`src/rtl/led_pkg.sv`:
```
// Shared types and constants for the multiplexed 7-segment scan path.
// The segment table is indexed by hex nibble and yields {g,f,e,d,c,b,a}.
package led_pkg;

   typedef enum logic [1:0] {
      ST_IDLE  = 2'd0,
      ST_BLANK = 2'd1,
      ST_SHOW  = 2'd2
   } state_t;

   localparam int SEG_A  = 0;
   localparam int SEG_G  = 6;
   localparam int SEG_DP = 7;

   localparam logic [15:0][6:0] SEG_TABLE = {
      7'h71, 7'h79, 7'h5E, 7'h39, 7'h7C, 7'h77, 7'h6F, 7'h7F,
      7'h07, 7'h7D, 7'h6D, 7'h66, 7'h4F, 7'h5B, 7'h06, 7'h3F
   };

endpackage

```
`src/rtl/hex7seg_dec.sv`:
```
// Combinational hex nibble to 7-segment decoder, one instance shared by all digits.
module hex7seg_dec
   import led_pkg::*;
(
   input  logic [3:0] i_nib,
   output logic [6:0] o_seg
);

   assign o_seg = SEG_TABLE[i_nib];

endmodule

```
`src/rtl/led_scan_ctrl.sv`:
```
// Multi-digit 7-segment scan controller: blank/show sequencing per digit,
// double-buffered host write that swaps into the display only at frame end.
module led_scan_ctrl
   import led_pkg::*;
#(
   parameter int N_DIGITS  = 4,
   parameter int DWELL     = 1000,
   parameter int BLANK_CYC = 16
) (
   input  logic                  clk,
   input  logic                  rst,
   input  logic                  ena,
   input  logic                  wr_vld,
   output logic                  wr_rdy,
   input  logic [4*N_DIGITS-1:0] wr_data,
   input  logic [N_DIGITS-1:0]   wr_dp,
   output logic [N_DIGITS-1:0]   dig_sel,
   output logic [7:0]            seg,
   output logic                  frame_done,
   output logic [1:0]            dbg_state
);

   // Handshake: a write is taken on any clk edge where wr_vld && wr_rdy;
   // wr_rdy depends only on the pending flag, never on wr_vld.

   localparam int CNT_MAX = (DWELL > BLANK_CYC) ? DWELL : BLANK_CYC;
   localparam int CW      = (CNT_MAX > 1) ? $clog2(CNT_MAX) : 1;
   localparam int IW      = $clog2(N_DIGITS);
   localparam logic [N_DIGITS-1:0] SEL_ONE = 1;

   state_t                r_state;
   logic [IW-1:0]         r_idx;
   logic [CW-1:0]         r_cnt;
   logic [4*N_DIGITS-1:0] r_front_data;
   logic [N_DIGITS-1:0]   r_front_dp;
   logic [4*N_DIGITS-1:0] r_back_data;
   logic [N_DIGITS-1:0]   r_back_dp;
   logic                  r_pending;

   logic                  w_dwell_end;
   logic                  w_blank_end;
   logic                  w_last_digit;
   logic [3:0]            w_nib;
   logic [6:0]            w_seg7;

   assign w_dwell_end  = (r_cnt == CW'(DWELL - 1));
   assign w_blank_end  = (r_cnt == CW'(BLANK_CYC - 1));
   assign w_last_digit = (r_idx == IW'(N_DIGITS - 1));
   assign w_nib        = r_front_data[r_idx*4 +: 4];

   hex7seg_dec u_dec (
      .i_nib (w_nib),
      .o_seg (w_seg7)
   );

   assign wr_rdy     = !r_pending;
   assign dbg_state  = r_state;
   // Qualified by ena so the pulse agrees with the swap, which a drop of ena suppresses.
   assign frame_done = (r_state == ST_SHOW) && w_dwell_end && w_last_digit && ena;
   assign dig_sel    = (r_state == ST_SHOW) ? (SEL_ONE << r_idx) : '0;

   always_comb begin
      seg = '0;
      if (r_state == ST_SHOW) begin
         seg[SEG_G:SEG_A] = w_seg7;
         seg[SEG_DP]      = r_front_dp[r_idx];
      end
   end

   always_ff @(posedge clk or posedge rst) begin
      if (rst) begin
         r_state      <= ST_IDLE;
         r_idx        <= '0;
         r_cnt        <= '0;
         r_front_data <= '0;
         r_front_dp   <= '0;
         r_back_data  <= '0;
         r_back_dp    <= '0;
         r_pending    <= 1'b0;
      end else begin
         if (wr_vld && !r_pending) begin
            r_back_data <= wr_data;
            r_back_dp   <= wr_dp;
            r_pending   <= 1'b1;
         end

         if (!ena) begin
            r_state <= ST_IDLE;
            r_idx   <= '0;
            r_cnt   <= '0;
         end else begin
            case (r_state)
               ST_IDLE: begin
                  r_state <= ST_BLANK;
                  r_idx   <= '0;
                  r_cnt   <= '0;
               end
               ST_BLANK: begin
                  if (w_blank_end) begin
                     r_state <= ST_SHOW;
                     r_cnt   <= '0;
                  end else begin
                     r_cnt <= r_cnt + CW'(1);
                  end
               end
               ST_SHOW: begin
                  if (w_dwell_end) begin
                     r_state <= ST_BLANK;
                     r_cnt   <= '0;
                     if (w_last_digit) begin
                        r_idx <= '0;
                        // Swap and a new accept are exclusive: accept needs !pending.
                        if (r_pending) begin
                           r_front_data <= r_back_data;
                           r_front_dp   <= r_back_dp;
                           r_pending    <= 1'b0;
                        end
                     end else begin
                        r_idx <= r_idx + IW'(1);
                     end
                  end else begin
                     r_cnt <= r_cnt + CW'(1);
                  end
               end
               default: begin
                  r_state <= ST_IDLE;
                  r_idx   <= '0;
                  r_cnt   <= '0;
               end
            endcase
         end
      end
   end

endmodule

```
`config.mk`:
```
export PLATFORM = sky130hd
export DESIGN_NAME = led_scan_ctrl
export DESIGN_NICKNAME = d
export VERILOG_FILES = /design/src/rtl/led_pkg.sv /design/src/rtl/hex7seg_dec.sv /design/src/rtl/led_scan_ctrl.sv
export SDC_FILE = /design/constraint.sdc
export NUM_CORES = 1
export LEC_CHECK = 0
export BUFFER_PORTS_ARGS = -buffer_cell sky130_fd_sc_hd__buf_2
export CORE_ASPECT_RATIO = 0.75
export CORE_MARGIN = 8
export CORE_UTILIZATION = 40
export CTS_BUF_LIST = sky130_fd_sc_hd__clkbuf_4 sky130_fd_sc_hd__clkbuf_8 sky130_fd_sc_hd__clkbuf_16
export DETAILED_ROUTE_END_ITERATION = 10
export RECOVER_POWER = 100
export REMOVE_ABC_BUFFERS = 1
export SLEW_MARGIN = 20
export SYNTH_ARGS = -nofsm -noshare
export SYNTH_HDL_FRONTEND = slang
export SYNTH_SLANG_ARGS = --single-unit
```
`constraint.sdc`:
```
create_clock -name clk -period 3.1 [get_ports clk]
set_clock_uncertainty 0.15 [all_clocks]
set_input_delay 0.465 -clock clk [delete_from_list [all_inputs] [get_ports clk]]
set_output_delay 0.465 -clock clk [all_outputs]
set_load 0.02 [all_outputs]
```
* Word level (Yosys, flattened, before mapping)
Memories as Yosys holds them, arrays and structs flattened.
Index checks and enable logic that the tools add are counted.
** Storage, ports and cells
- Flip-flop bits (word level) :: 55
- Bits in latches :: 0
- Bits in writable memories :: 0
- ROM bits :: 112
- Logic and storage cells :: 55
- Memories kept :: 1
** Operators by class
- Add/sub/neg operators :: 2
- Multipliers :: 0
- Divide/modulo/power cells :: 0
- Magnitude comparators :: 2
- Equality and inequality tests :: 8
- Shift-type cells :: 2
- Muxes and demuxes :: 23
- Bitwise operators :: 0
- Reductions and logical operators :: 9
** Memory list
- (no name shown) :: words 16, width 7, read ports 1, clocked after Yosys merged registers in 0, wr ports 0, RTL line hex7seg_dec.sv:9 : assign o_seg = SEG_TABLE[i_nib];
** Operators by type and width (count)
- $mux 10 :: 3
- $pmux 10 s2 :: 1
- $shiftx 16x5->4 :: 1
- $mux 2 :: 6
- $add 10x1->10 const B :: 1
- $eq 10x10->1 const B :: 1
- $eq 10x4->1 const B :: 1
- $mux 8 :: 1
- $mux 1 :: 7
- $mux 7 :: 1
- $ne 3x3->1 const B :: 2
- $pmux 2 s3 :: 1
- $lt 4x5->1 const B :: 1
- $reduce_and 5->1 :: 1
- $eq 2x2->1 const B :: 2
- $logic_and 1x1->1 :: 4
- $mux 4 :: 1
- $pmux 2 s2 :: 1
- $reduce_and 2->1 :: 2
- $shl 1x2->4 const A :: 1
- $lt 2x3->1 const B :: 1
- $add 2x1->2 const B :: 1
- $bmux 1 s2 :: 1
- $eq 2x1->1 const B :: 1
- other kinds (3) :: 3

* Depth between registers and ports, before layout
Gate-level depths: netlist of run 1.
- Word-level depth :: 8
- Gate-level depth with buffers :: 7

* By module
Synthesis of run 1 repeated with hierarchy kept, for this count alone.
** Unflattened totals
- Cells, all modules :: 227
- Area total of the unflattened synthesis :: 2874.0 µm²
** Modules (own cells, without submodules)
- led_scan_ctrl :: instances 1, cells each 194, area each 2586.2 µm²
- hex7seg_dec :: instances 1, cells each 33, area each 287.8 µm²

* Worst setup path before layout of run 1
No wires, ideal clock.
- Path type :: register -> output
- Start point :: register r_idx[0]
- End point :: output seg[3]
- Arrival time :: 2.177 ns
- Required time :: 2.485 ns
- Setup slack :: 0.308 ns
- Cell stages (with the launch flop) :: 8
- Buffers on the path :: 1
- Cells stage by stage :: dfrtp_1 > buf_6 > mux4_1 > inv_1 > ha_1 > inv_1 > mux4_2 > nor2b_1
** Between the ends
- Word-level cells in the longest chain between the ends :: 4
** Ends and longest elaborated chain
- start: declaration :: RTL line led_scan_ctrl.sv:32 : logic [IW-1:0] r_idx;
- start signal: assignment :: RTL line led_scan_ctrl.sv:119 : r_idx <= r_idx + IW'(1);
- $shiftx 16x5->4 :: RTL line led_scan_ctrl.sv:49 : assign w_nib = r_front_data[r_idx*4 +: 4];
- $mem_v2 16x7
- $mux 7 (implied by the code) :: RTL line hex7seg_dec.sv:9
- $mux 8 :: RTL line led_scan_ctrl.sv:64 : if (r_state == ST_SHOW) begin
- end: declaration :: RTL line led_scan_ctrl.sv:18 : output logic [7:0] seg,
No other way between the ends. The select of a mux whose other input is x is not followed.

* Worst setup path in the final report of run 1
Same ends and word-level chain as after synthesis.

==> impl_results.md, run 1 <==
* Gp weighted congestion at 0.764
* Slew headroom at ~20%
* Residual DRC at 0
* Setup total negative slack at 0 ns
* Final hold violation count at 0
* Fin crit period at ~3.0 ns
* Post-Syn Area per Cell at around 13 um^2
* Overflow after GRT at 0
* Ys async rst share at 100%
* Core area at 6800 um^2
* Dpl hpwl at 3.84 mm
* Critical Path AT at ~2.4 ns
* Largest net degree at the start of global routing at 32
* Initial Util at between 40% and 50%
* Die H at between 80 and 90 um
* Initial antenna violation count at 0
* Top-area cell type share of the netlist area at just under 50%
* CP required at roughly 2.5 ns
* Crit path max fanout at 4
* Worst setup EP type: primary output
* Synth Instances at about 220
* Most common cell after layout, fill and taps aside: dfrtp_1
* Post-synth EDFFs at 0
* Post-route clock period utilization at between 90 and 100%
* Clock Tree Root: clkbuf_8
* Worst path max stage delay at around 0.57 ns
* Max frequency at ~0.34 GHz
* Post-Place Cell Area at 3080 um^2
* Final antenna-violating net count at 0
* Crit path cell chain: mux4_2 -> inv_1 -> ha_1 -> inv_1 -> mux4_2 -> nor2b_1 -> buf_2
* Vias/cell at around 5.0
* Rows at 26
* Nets at between 300 and 400
* Critical path launch point type: flip-flop
* Max-slew violation count at 0
* Layout filler cell count at ~630
* Via count at ~1700
* HP Class: input pin to flip-flop
* P&R area growth vs syn at 12.3%
* Worst slew pin tran at 1.21 ns
* Vias in the first global route at approximately 1800
* Pre-Repair DR Iteration Count at 5
* CTS sink cnt at 55
* Clk buf depth at 2
* Largest area contributor in the netlist: dfrtp_1
* Share of layout cells above drive strength 1 at about 34%
* Final wirelength at just over 5 mm
* Chip width at 113 um
* # setup viols final at 0
* WS Path Type: flip-flop to primary output
* Total track usage at between 10 and 15%
* Power Density at 492 nW/um^2
* Max VDD drop at around 0.29 mV
* Synth warn at 0
* RSZ-0062 raised after global routing: false
* Post-synth top flop: dfrtp_1
* Leak at between 1 and 1.5 nW
* Worst hold slack at 0.235 ns
* Max-cap viol count at 0
* Buffers on Ports at 39
* Io pins at 40
* Avg WL per Cell at around 15 um
* First-pass GRT wire length at around 8.6 mm
* Clock latency on the worst-skew pair at approximately 0.30 ns
* Multi-input combinational cell area at 1290 um^2
* CTS tree: done
* Num CTS Buffers at 5
* Htree depth at 2
* Seq/Total Area, Yosys at 49.0%
* Critical-path top delay cell: mux4_2
* Synth top area cells: dfrtp_1 49%, mux2_2 16%, ha_1 6.7%
* Distinct cells, synth at 38
* Die area at ~10000 um^2
* FF/Latch Area at between 1000 and 1500 um^2
* FF+latch count, synth at 55
* Detailed Route Iter0 Violations at 52
* Total setup buffers inserted after CTS at 0
* Diodes inserted at 0
* Status: finished clean
* Synthesized area at 2810 um^2
* Clock transition at path regs at around 0.10 ns
* Final instance area at 3150 um^2
* Most frequent cells in the layout: 54 x dfrtp_1, 41 x mux2_2, 28 x buf_2
[where the power goes]
part / total, mW / leakage (nW) / switching [mW] / internal [mW]
clock network: 0.483 / 0.0612 / 0.221 / 0.262
registers: 0.770 / 0.738 / 0.0242 / 0.746
logic: 0.300 / 0.696 / 0.185 / 0.114
total: 1.55 / 1.49 / 0.431 / 1.12
[worst max-delay path, delay by kind of cell (launching register included)]
kind | cells | cell delay (ns)
muxes | 2 | 1.01
and+or+nand+nor | 1 | 0.11
buffers and inverters | 3 | 0.36
DFF | 1 | 0.42
adders and majority gates | 1 | 0.17
[synthesized netlist by cell type, types with 2 or more instances]
cell type	count
and2_1	6
nor2_1	14
nand2_1	12
xnor2_1	5
nand3b_1	2
nor3b_1	2
nor2b_1	3
mux2_2	41
o21ai_0	2
mux4_1	3
dfrtp_1	55
buf_6	3
mux4_2	3
nand3_1	5
o211a_1	2
o311a_1	2
a21oi_1	3
inv_1	14
xor2_1	3
nand4_1	3
ha_1	15
clkbuf_1	5
mux2i_1	5
[routing by layer]
metal,GRT usage [%],routed length (um)
met1,14.3,2660
met2,16.8,2200
met3,3.14,246
met5,0,0
met4,2.56,38
[cell type report]
type | instances | share of cell area [%]
clock buffer | 6 | 2.62
inverter | 14 | 1.67
timing repair buffer | 44 | 6.62
tap | 84 | 3.33
clock inverter | 2 | 1.11
multi-input combinational | 143 | 41.0
sequential | 55 | 43.7
[flip-flops by register name, indices dropped and copies added (netlist names)]
| name | flops |
|---|---|
| r_front_dp | 4 |
| dbg_state | 2 |
| r_pending | 1 |
| r_back_data | 16 |
| r_back_dp | 4 |
| r_front_data | 16 |
| r_idx | 2 |
| r_cnt | 10 |
[cells by family after synthesis]
group	count (synthesis)	share of synthesized area, %
mux	52	23.4
xor+xnor	8	2.50
simple gates	54	10.1
flops	55	49.0
fa+ha+maj	15	6.68
buf+inv	25	4.32
compound gates	14	3.97
[final timing paths]
| kind | from | endpoint | slack, ns | depth (start not counted) |
|---|---|---|---|---|
| worst max-delay path | r_idx[0] | seg[3] | 0.13 | 7 |
| worst min-delay path | wr_data[10] | r_back_data[10] | 0.24 | 2 |
| worst max register to register | r_idx[0] | r_front_dp[0] | 0.29 | 6 |
| worst min register to register | r_cnt[0] | r_cnt[0] | 0.33 | 1 |
| max in group asynchronous | rst | r_front_dp[0] | 1.22 | 3 |
| min in group asynchronous | rst | r_back_data[15] | 0.33 | 2 |
[stage by stage]
stage	setup slack, ns	utilization [%]	total power, mW	std cells
after floorplan	0.256	-	0.994	212
final	0.130	46.4	1.55	348
after global placement	0.413	45.3	1.10	340
after detailed placement	0.355	45.3	1.10	340
after global routing	0.00226	46.4	1.64	348
after CTS	0.0159	47.0	1.59	348
[timing repair]
| item | CTS | global route |
|---|---|---|
| hold buffers | 0 | 0 |
| gates resized for setup | 0 | 3 |
| endpoints found under the setup margin | 0 | 1 |
No activity file was read; power rests on OpenSTA's default activity.
==> inputs of run 2 (changes only) <==
--- a/config.mk
+++ b/config.mk
@@ -16,4 +16,5 @@
 export SLEW_MARGIN = 20
 export SYNTH_ARGS = -nofsm -noshare
 export SYNTH_HDL_FRONTEND = slang
+export SYNTH_HIERARCHICAL = 1
 export SYNTH_SLANG_ARGS = --single-unit
==> run 2 against run 1 <==
  * Maximum frequency is 1.3% lower
  * Worst setup slack worse by 0.040 ns
  * Combinational power up 2%
  * First-iteration DRC count down 17%
  * Critical path type unchanged
  * Critical endpoint is now seg[1]
==> impl_results.md, run 2 <==
* Core Util, Final at 48.1% (+1.7 points)
* Leak at 1.53 nW (+2.1%)
* Residual DRC at 0 (unchanged)
* CP required at 2.48 ns (about the same)
* Status: finished clean
* Max-slew violation count at 0 (unchanged)
* Seq/Total Area, Yosys at 47.9% (-1.1 points)
* # setup viols final at 0 (unchanged)
* Final instance area at 3320 um^2 (+5.1%)
* Largest net degree at the start of global routing at 23 (-28%)
* R2R cell count at 6 (unchanged)
* Biggest regs: r_back_data (16), r_front_data (16), r_cnt (10)
* Htree depth at 2 (unchanged)
* First-pass GRT wire length at 9.09 mm (+5.4%)
* Final wirelength at 5.64 mm (+9.7%)
* Reg-to-reg startpoint: r_idx[0]
* FF-to-FF setup slack at 0.41 ns (+0.12 ns)
* Crit path max fanout at 4 (unchanged)
* RSZ-0062 raised after global routing: true
* Diodes inserted at 0 (unchanged)
* Top cells by count, synth: 55 x dfrtp_1, 43 x mux2_2, 16 x ha_1
* Gp weighted congestion at 0.760 (-0.54%)
* Clock transition at path regs at 0.10 ns (about the same)
* Post-synthesis compound-gate area fraction at 4.14% (+0.17 points)
* Post-Syn Area per Cell at 12.7 um^2 (+0.56%)
* Distinct cells, synth at 39 (+2.6%)
* Post-Place Cell Area at 3170 um^2 (+2.8%)
* WS Path Type: flip-flop to primary output
* Nets at 315 (+4.3%)
* Flop pwr share at 51.1% (+1.5 points)
* Die area at 10200 um^2 (+2.0%)
* Setup crit end: seg[1]
* Top-count cell post-synth: dfrtp_1
* Io pins at 40 (unchanged)
* Final antenna-violating net count at 0 (unchanged)
* Final hold violation count at 0 (unchanged)
* Post-synth EDFFs at 0 (unchanged)
* Total track usage at 11.0% (+0.32 points)
* Synth warn at 6 (+6)
* Clk buf depth at 2 (unchanged)
* CP startpoint: r_idx[0]
* Num CTS Buffers at 5 (unchanged)
* Pre-Repair DR Iteration Count at 4 (-1)
* Fin crit period at 3.01 ns (+0.0397 ns)
* Initial antenna violation count at 0 (unchanged)
* Final Power at 1.51 mW (-3.0%)
* Max frequency at 0.332 GHz (-1.3%)
* Avg WL per Cell at 15.1 um (+2.1%)
* Clock Tree Root: clkbuf_8
* Worst setup EP type: primary output
* HP Class: input pin to flip-flop
* Share of layout cells above drive strength 1 at 37.7% (+4.0 points)
* CTS tree: done
* Post-Synth Simple-Gate Area at 10.9% (+0.81 points)
* Worst hold slack at 0.231 ns (-0.00415 ns)
* Power Density at 455 nW/um^2 (-7.7%)
* Overflow after GRT at 0 (unchanged)
* FF-to-FF End: r_front_data[1]
* Post-route clock period utilization at 97.1% (+1.3 points)
* Detailed Route Iter0 Violations at 43 (-17%)
* Synthesized area at 2870 um^2 (+2.4%)
* Synth top area cells: dfrtp_1 48%, mux2_2 17%, ha_1 7.0%
* Clock power frac at 28.5% (-2.6 points)
* Area share of xor/xnor cells in the synthesized design at 2.44% (-0.058 points)
* Sw Share at 29.6% (+1.9 points)
* Largest family of logic cells by synthesized area: multiplexers
* P&R area growth vs syn at 15.4%
* Max-cap viol count at 0 (unchanged)
* Post-synth top flop: dfrtp_1
* Max VDD drop at 0.289 mV (+0.77%)
* Synth Area in Adders at 6.97% (+0.28 points)
* Critical Path AT at 2.39 ns (+0.04 ns)
* Worst slew pin tran at 1.19 ns (-0.0149 ns)
* Synth Instances at 227 (+1.8%)
* Ys async rst share at 100% (unchanged)
* Die H at 89.4 um (+0.97%)
* Largest area contributor in the netlist: dfrtp_1
* Dpl hpwl at 4.03 mm (+4.8%)
* Top-area cell type share of the netlist area at 47.9% (-1.1 points)
* Initial Util at 41.7% (+0.38 points)
* Worst setup margin at 0.0907 ns (-0.0397 ns)
* Critical path launch point type: flip-flop
* Chip width at 114 um (+1.0%)
* Buffers on Ports at 39 (unchanged)
* Most common cell after layout, fill and taps aside: dfrtp_1
* Mux cell area share after synthesis at 23.4% (about the same)
* Combinational fraction of design power at 20.4% (+1.1 points)
* Clock latency on the worst-skew pair at 0.30 ns (about the same)
* Pint at 1.06 mW (-5.5%)
* Post-place setup slack at 0.292 ns (-0.0624 ns)
* Core area at 6900 um^2 (+1.4%)
* Switching Power at 0.447 mW (+3.6%)
* Slew headroom at 20.6% (+1.1 points)
* Via count at 1831 (+5.0%)
* Vias/cell at 4.90 (-2.3%)
* Vias in the first global route at 1890 (+7.6%)
* FF+latch count, synth at 55 (unchanged)
* Most frequent cells in the layout: 55 x dfrtp_1, 42 x mux2_2, 26 x buf_2
* Rows at 26 (unchanged)
* CTS sink cnt at 55 (unchanged)
-- run 2: changes by cell type in the layout (fill, tap and decap cells not counted), sizes merged, moves of 3 or more --
cell,delta
buf,+6
nor3,+3
nand2,-3
and2,+6
-- run 2: kinds of logic (layout without fill, tap and decap cells) --
kind of cell | Yosys count | in the layout
AO/OA/AOI/OAI | 12 | 12
XOR/XNOR | 8 | 8
adder cells (fa/ha/maj) | 16 | 16
buffers and inverters | 24 | 72
flip-flops | 55 | 55
multiplexers | 54 | 55
AND/OR/NAND/NOR | 58 | 58
-- run 2: layout make-up --
class | count | area [um^2]
Tap cell | 98 | 123
Timing Repair Buffer | 51 | 268
Fill cell | 667 | 3580
Inverter | 13 | 48.8
Clock buffer | 6 | 82.6
Clock inverter | 2 | 20.0
Multi-Input combinational cell | 149 | 1400
Sequential cell | 55 | 1380
-- run 2: critical path, stage by stage (launching register included) --
cell,delay (ns)
dfrtp_1,0.41
mux4_2,0.57
buf_4,0.16
ha_1,0.20
or2b_1,0.22
a31o_1,0.23
and2_1,0.16
buf_4,0.15
-- run 2: power groups by stage --
stage	Sequential [mW]	Clock, mW	Combinational, mW
2_1_floorplan	0.796	0	0.213
3_3_place_gp	0.785	0	0.328
3_5_place_dp	0.785	0	0.335
4_1_cts	0.771	0.446	0.336
5_1_grt	0.776	0.471	0.343
6_report	0.771	0.429	0.307
-- run 2: through the flow --
stage | setup TNS (ns) | instances
floorplan | 0 | 216
finish | 0 | 374
detailed placement | 0 | 359
global placement | 0 | 359
CTS | 0 | 369
global route | -0.0242 | 374
-- run 2: metal layers --
metal  GRT usage, %  wire, um  share of wire [%]
met2           16.8      2350                 42
met1           15.2      2920                 52
met4           2.29        47               0.83
met3           3.31       319                5.7
met5              0         0                  0
-- run 2: timing repair --
| item | 4_1_cts | 5_1_grt |
|---|---|---|
| hold endpoints to repair | 17 | 0 |
| gates cloned | 0 | 1 |
| setup buffers | 1 | 4 |
| resized for setup | 2 | 7 |
| endpoints found under the setup margin | 1 | 2 |
| hold buffers | 1 | 0 |
-- run 2: worst min path at each step --
stage	start	endpoint	slack, ns	cells after the start
after global placement	r_cnt[0]	r_cnt[0]	0.32	1
after detailed placement	rst	r_back_dp[1]	0.33	2
after floorplan	r_cnt[0]	r_cnt[0]	0.30	1
after global routing	wr_data[12]	r_back_data[12]	0.21	2
final	wr_data[8]	r_back_data[8]	0.23	2
after CTS	wr_data[8]	r_back_data[8]	0.22	2
==> inputs of run 3 (changes only) <==
--- a/config.mk
+++ b/config.mk
@@ -6,11 +6,14 @@
 export NUM_CORES = 1
 export LEC_CHECK = 0
 export BUFFER_PORTS_ARGS = -buffer_cell sky130_fd_sc_hd__buf_2
+export CELL_PAD_IN_SITES_DETAIL_PLACEMENT = 1
+export CELL_PAD_IN_SITES_GLOBAL_PLACEMENT = 1
 export CORE_ASPECT_RATIO = 0.75
 export CORE_MARGIN = 8
 export CORE_UTILIZATION = 40
 export CTS_BUF_LIST = sky130_fd_sc_hd__clkbuf_4 sky130_fd_sc_hd__clkbuf_8 sky130_fd_sc_hd__clkbuf_16
 export DETAILED_ROUTE_END_ITERATION = 10
+export PLACE_DENSITY_LB_ADDON = 0.1
 export RECOVER_POWER = 100
 export REMOVE_ABC_BUFFERS = 1
 export SLEW_MARGIN = 20
==> run 3 against run 2 <==
  * Non-clock buffer count down 1
  * Power up 0.83%
  * Largest cell class unchanged
  * Final area down 0.64%
  * Worst setup slack worse by 0.020 ns
  * First-iteration DRC count down 9.3%
  * Largest power group unchanged
  * Critical path type unchanged
  * Sequential cell count unchanged
  * Register-to-register slack worse by 0.22 ns
  * Clock-buffer cell count unchanged
  * Hold slack worse by 0.018 ns
==> impl_results.md, run 3 (synthesized netlist as in run 2, its figures left out) <==
* Clock transition at path regs at 0.11 ns (about the same)
* Most common cell after layout, fill and taps aside: dfrtp_1
* Max-cap viol count at 0 (unchanged)
* Residual DRC at 0 (unchanged)
* Critical path launch point type: flip-flop
* Share of layout cells above drive strength 1 at 39.4% (+1.7 points)
* Most common cell on crit path: mux4_2
* Vias in the first global route at 1985 (+5.0%)
* # setup viols final at 0 (unchanged)
* Crit path cell chain: mux4_2 -> inv_2 -> ha_4 -> mux4_2 -> and2_1 -> buf_4
* Most frequent cells in the layout: 54 x dfrtp_1, 43 x mux2_2, 28 x buf_2
* Detailed Route Iter0 Violations at 39 (-9.3%)
* FF-to-FF setup slack at 0.19 ns (-0.22 ns)
* Post-route clock period utilization at 97.7% (+0.64 points)
* Vias/cell at 4.95 (+1.0%)
* Gp weighted congestion at 0.743 (-2.3%)
* Overflow after GRT at 0 (unchanged)
* Rows at 26 (unchanged)
* Crit path max fanout at 4 (unchanged)
* Dpl hpwl at 4.50 mm (+12%)
* Biggest regs: r_back_data (16), r_front_data (16), r_cnt (10)
* Largest net degree at the start of global routing at 25 (+8.7%)
* Post-place setup slack at 0.0735 ns (-0.219 ns)
* Worst setup margin at 0.0710 ns (-0.0197 ns)
* Via count at 1840 (+0.49%)
* Nets at 313 (-0.63%)
* Initial Util at 41.7% (unchanged)
* Critical-path top delay cell: mux4_2
* Worst slew pin tran at 1.28 ns (+0.0896 ns)
* Clock Tree Root: clkbuf_8
* P&R area growth vs syn at 14.6%
* Worst setup EP type: primary output
* Chip width at 114 um (unchanged)
* Max-slew violation count at 0 (unchanged)
* Num CTS Buffers at 5 (unchanged)
* Final antenna-violating net count at 0 (unchanged)
* Die H at 89.4 um (unchanged)
* FF/Latch Area at 1380 um^2 (about the same)
* Diodes inserted at 0 (unchanged)
* Slew headroom at 14.6% (-6.0 points)
* Buffers on Ports at 39 (unchanged)
* Htree depth at 2 (unchanged)
* Setup total negative slack at 0 ns (unchanged)
* Worst path max stage delay at 0.56 ns (about the same)
* CP required at 2.48 ns (about the same)
* Worst path top cell family by delay: multiplexers
* Io pins at 40 (unchanged)
* CTS sink cnt at 55 (unchanged)
* Avg WL per Cell at 16.7 um (+11%)
* Status: finished clean
* HP Class: input pin to flip-flop
* Max frequency at 0.330 GHz (-0.65%)
* First-pass GRT wire length at 10.5 mm (+15%)
* Core area at 6900 um^2 (unchanged)
* Power Density at 461 nW/um^2 (+1.5%)
* Total track usage at 13.1% (+2.1 points)
* Multi-input combinational cell area at 1380 um^2 (-1.3%)
* Layout filler cell count at 762 (+14%)
* Pre-Repair DR Iteration Count at 4 (unchanged)
* Final hold violation count at 0 (unchanged)
* RSZ-0062 raised after global routing: true
* Clock latency on the worst-skew pair at 0.32 ns (+0.02 ns)
* WS Path Type: flip-flop to primary output
* Critical Path AT at 2.41 ns (+0.02 ns)
* CTS tree: done
* Final wirelength at 6.20 mm (+10%)
* Die area at 10200 um^2 (unchanged)
* Fin crit period at 3.03 ns (+0.0197 ns)
* Crit path buf inv count at 2 (unchanged)
* Max VDD drop at 0.174 mV (-40%)
* Leak at 1.51 nW (-1.2%)
* Initial antenna violation count at 0 (unchanged)
* Clk buf depth at 2 (unchanged)
[run 3: final cells by class]
class,count,share of cell area (%)
clock buffer,6,2.51
clock inverter,2,0.532
inverter,13,1.56
multi-input combinational,148,41.9
sequential,55,41.8
tap,98,3.72
timing repair buffer,50,7.98
[run 3: where the power goes]
group	total [mW]	switching, mW	internal [mW]
registers	0.774	0.0276	0.746
clock network	0.441	0.253	0.188
logic	0.304	0.177	0.127
[run 3: final timing paths]
kind | from | to | cells after the start
min in group asynchronous | rst | r_back_data[11] | 3
worst max register to register | r_idx[1] | r_front_data[2] | 6
worst min-delay path | wr_data[11] | r_back_data[11] | 2
max in group asynchronous | rst | r_idx[0] | 4
worst max-delay path | r_idx[0] | seg[3] | 6
worst min register to register | r_cnt[0] | r_cnt[0] | 1
[run 3: metrics by stage]
stage	cell area, um^2	hold WS [ns]	instances	total power, mW	utilization (%)
global route	3290	0.201	372	1.61	47.8
detailed placement	3170	0.307	359	1.12	45.9
floorplan	2800	0.298	216	1.01	-
CTS	3330	0.208	371	1.57	48.3
finish	3290	0.214	372	1.52	47.8
global placement	3170	0.300	359	1.11	45.9
[run 3: metal layers]
layer  GRT usage [%]  part of all wire, %  vias up
met5               0                    0        -
li1                -                    -      873
met2            20.5                   45       29
met1            17.5                   50      933
met3            4.05                  4.0        5
met4            2.89                 0.69        0
[run 3: timing repair]
item                       CTS  global route
hold endpoints to repair    15             0
hold buffers                 1             0
gates cloned                 0             0
pin swaps                    0             0
setup endpoints to repair    3             4
setup buffers                3             1
gates resized for setup     11             3
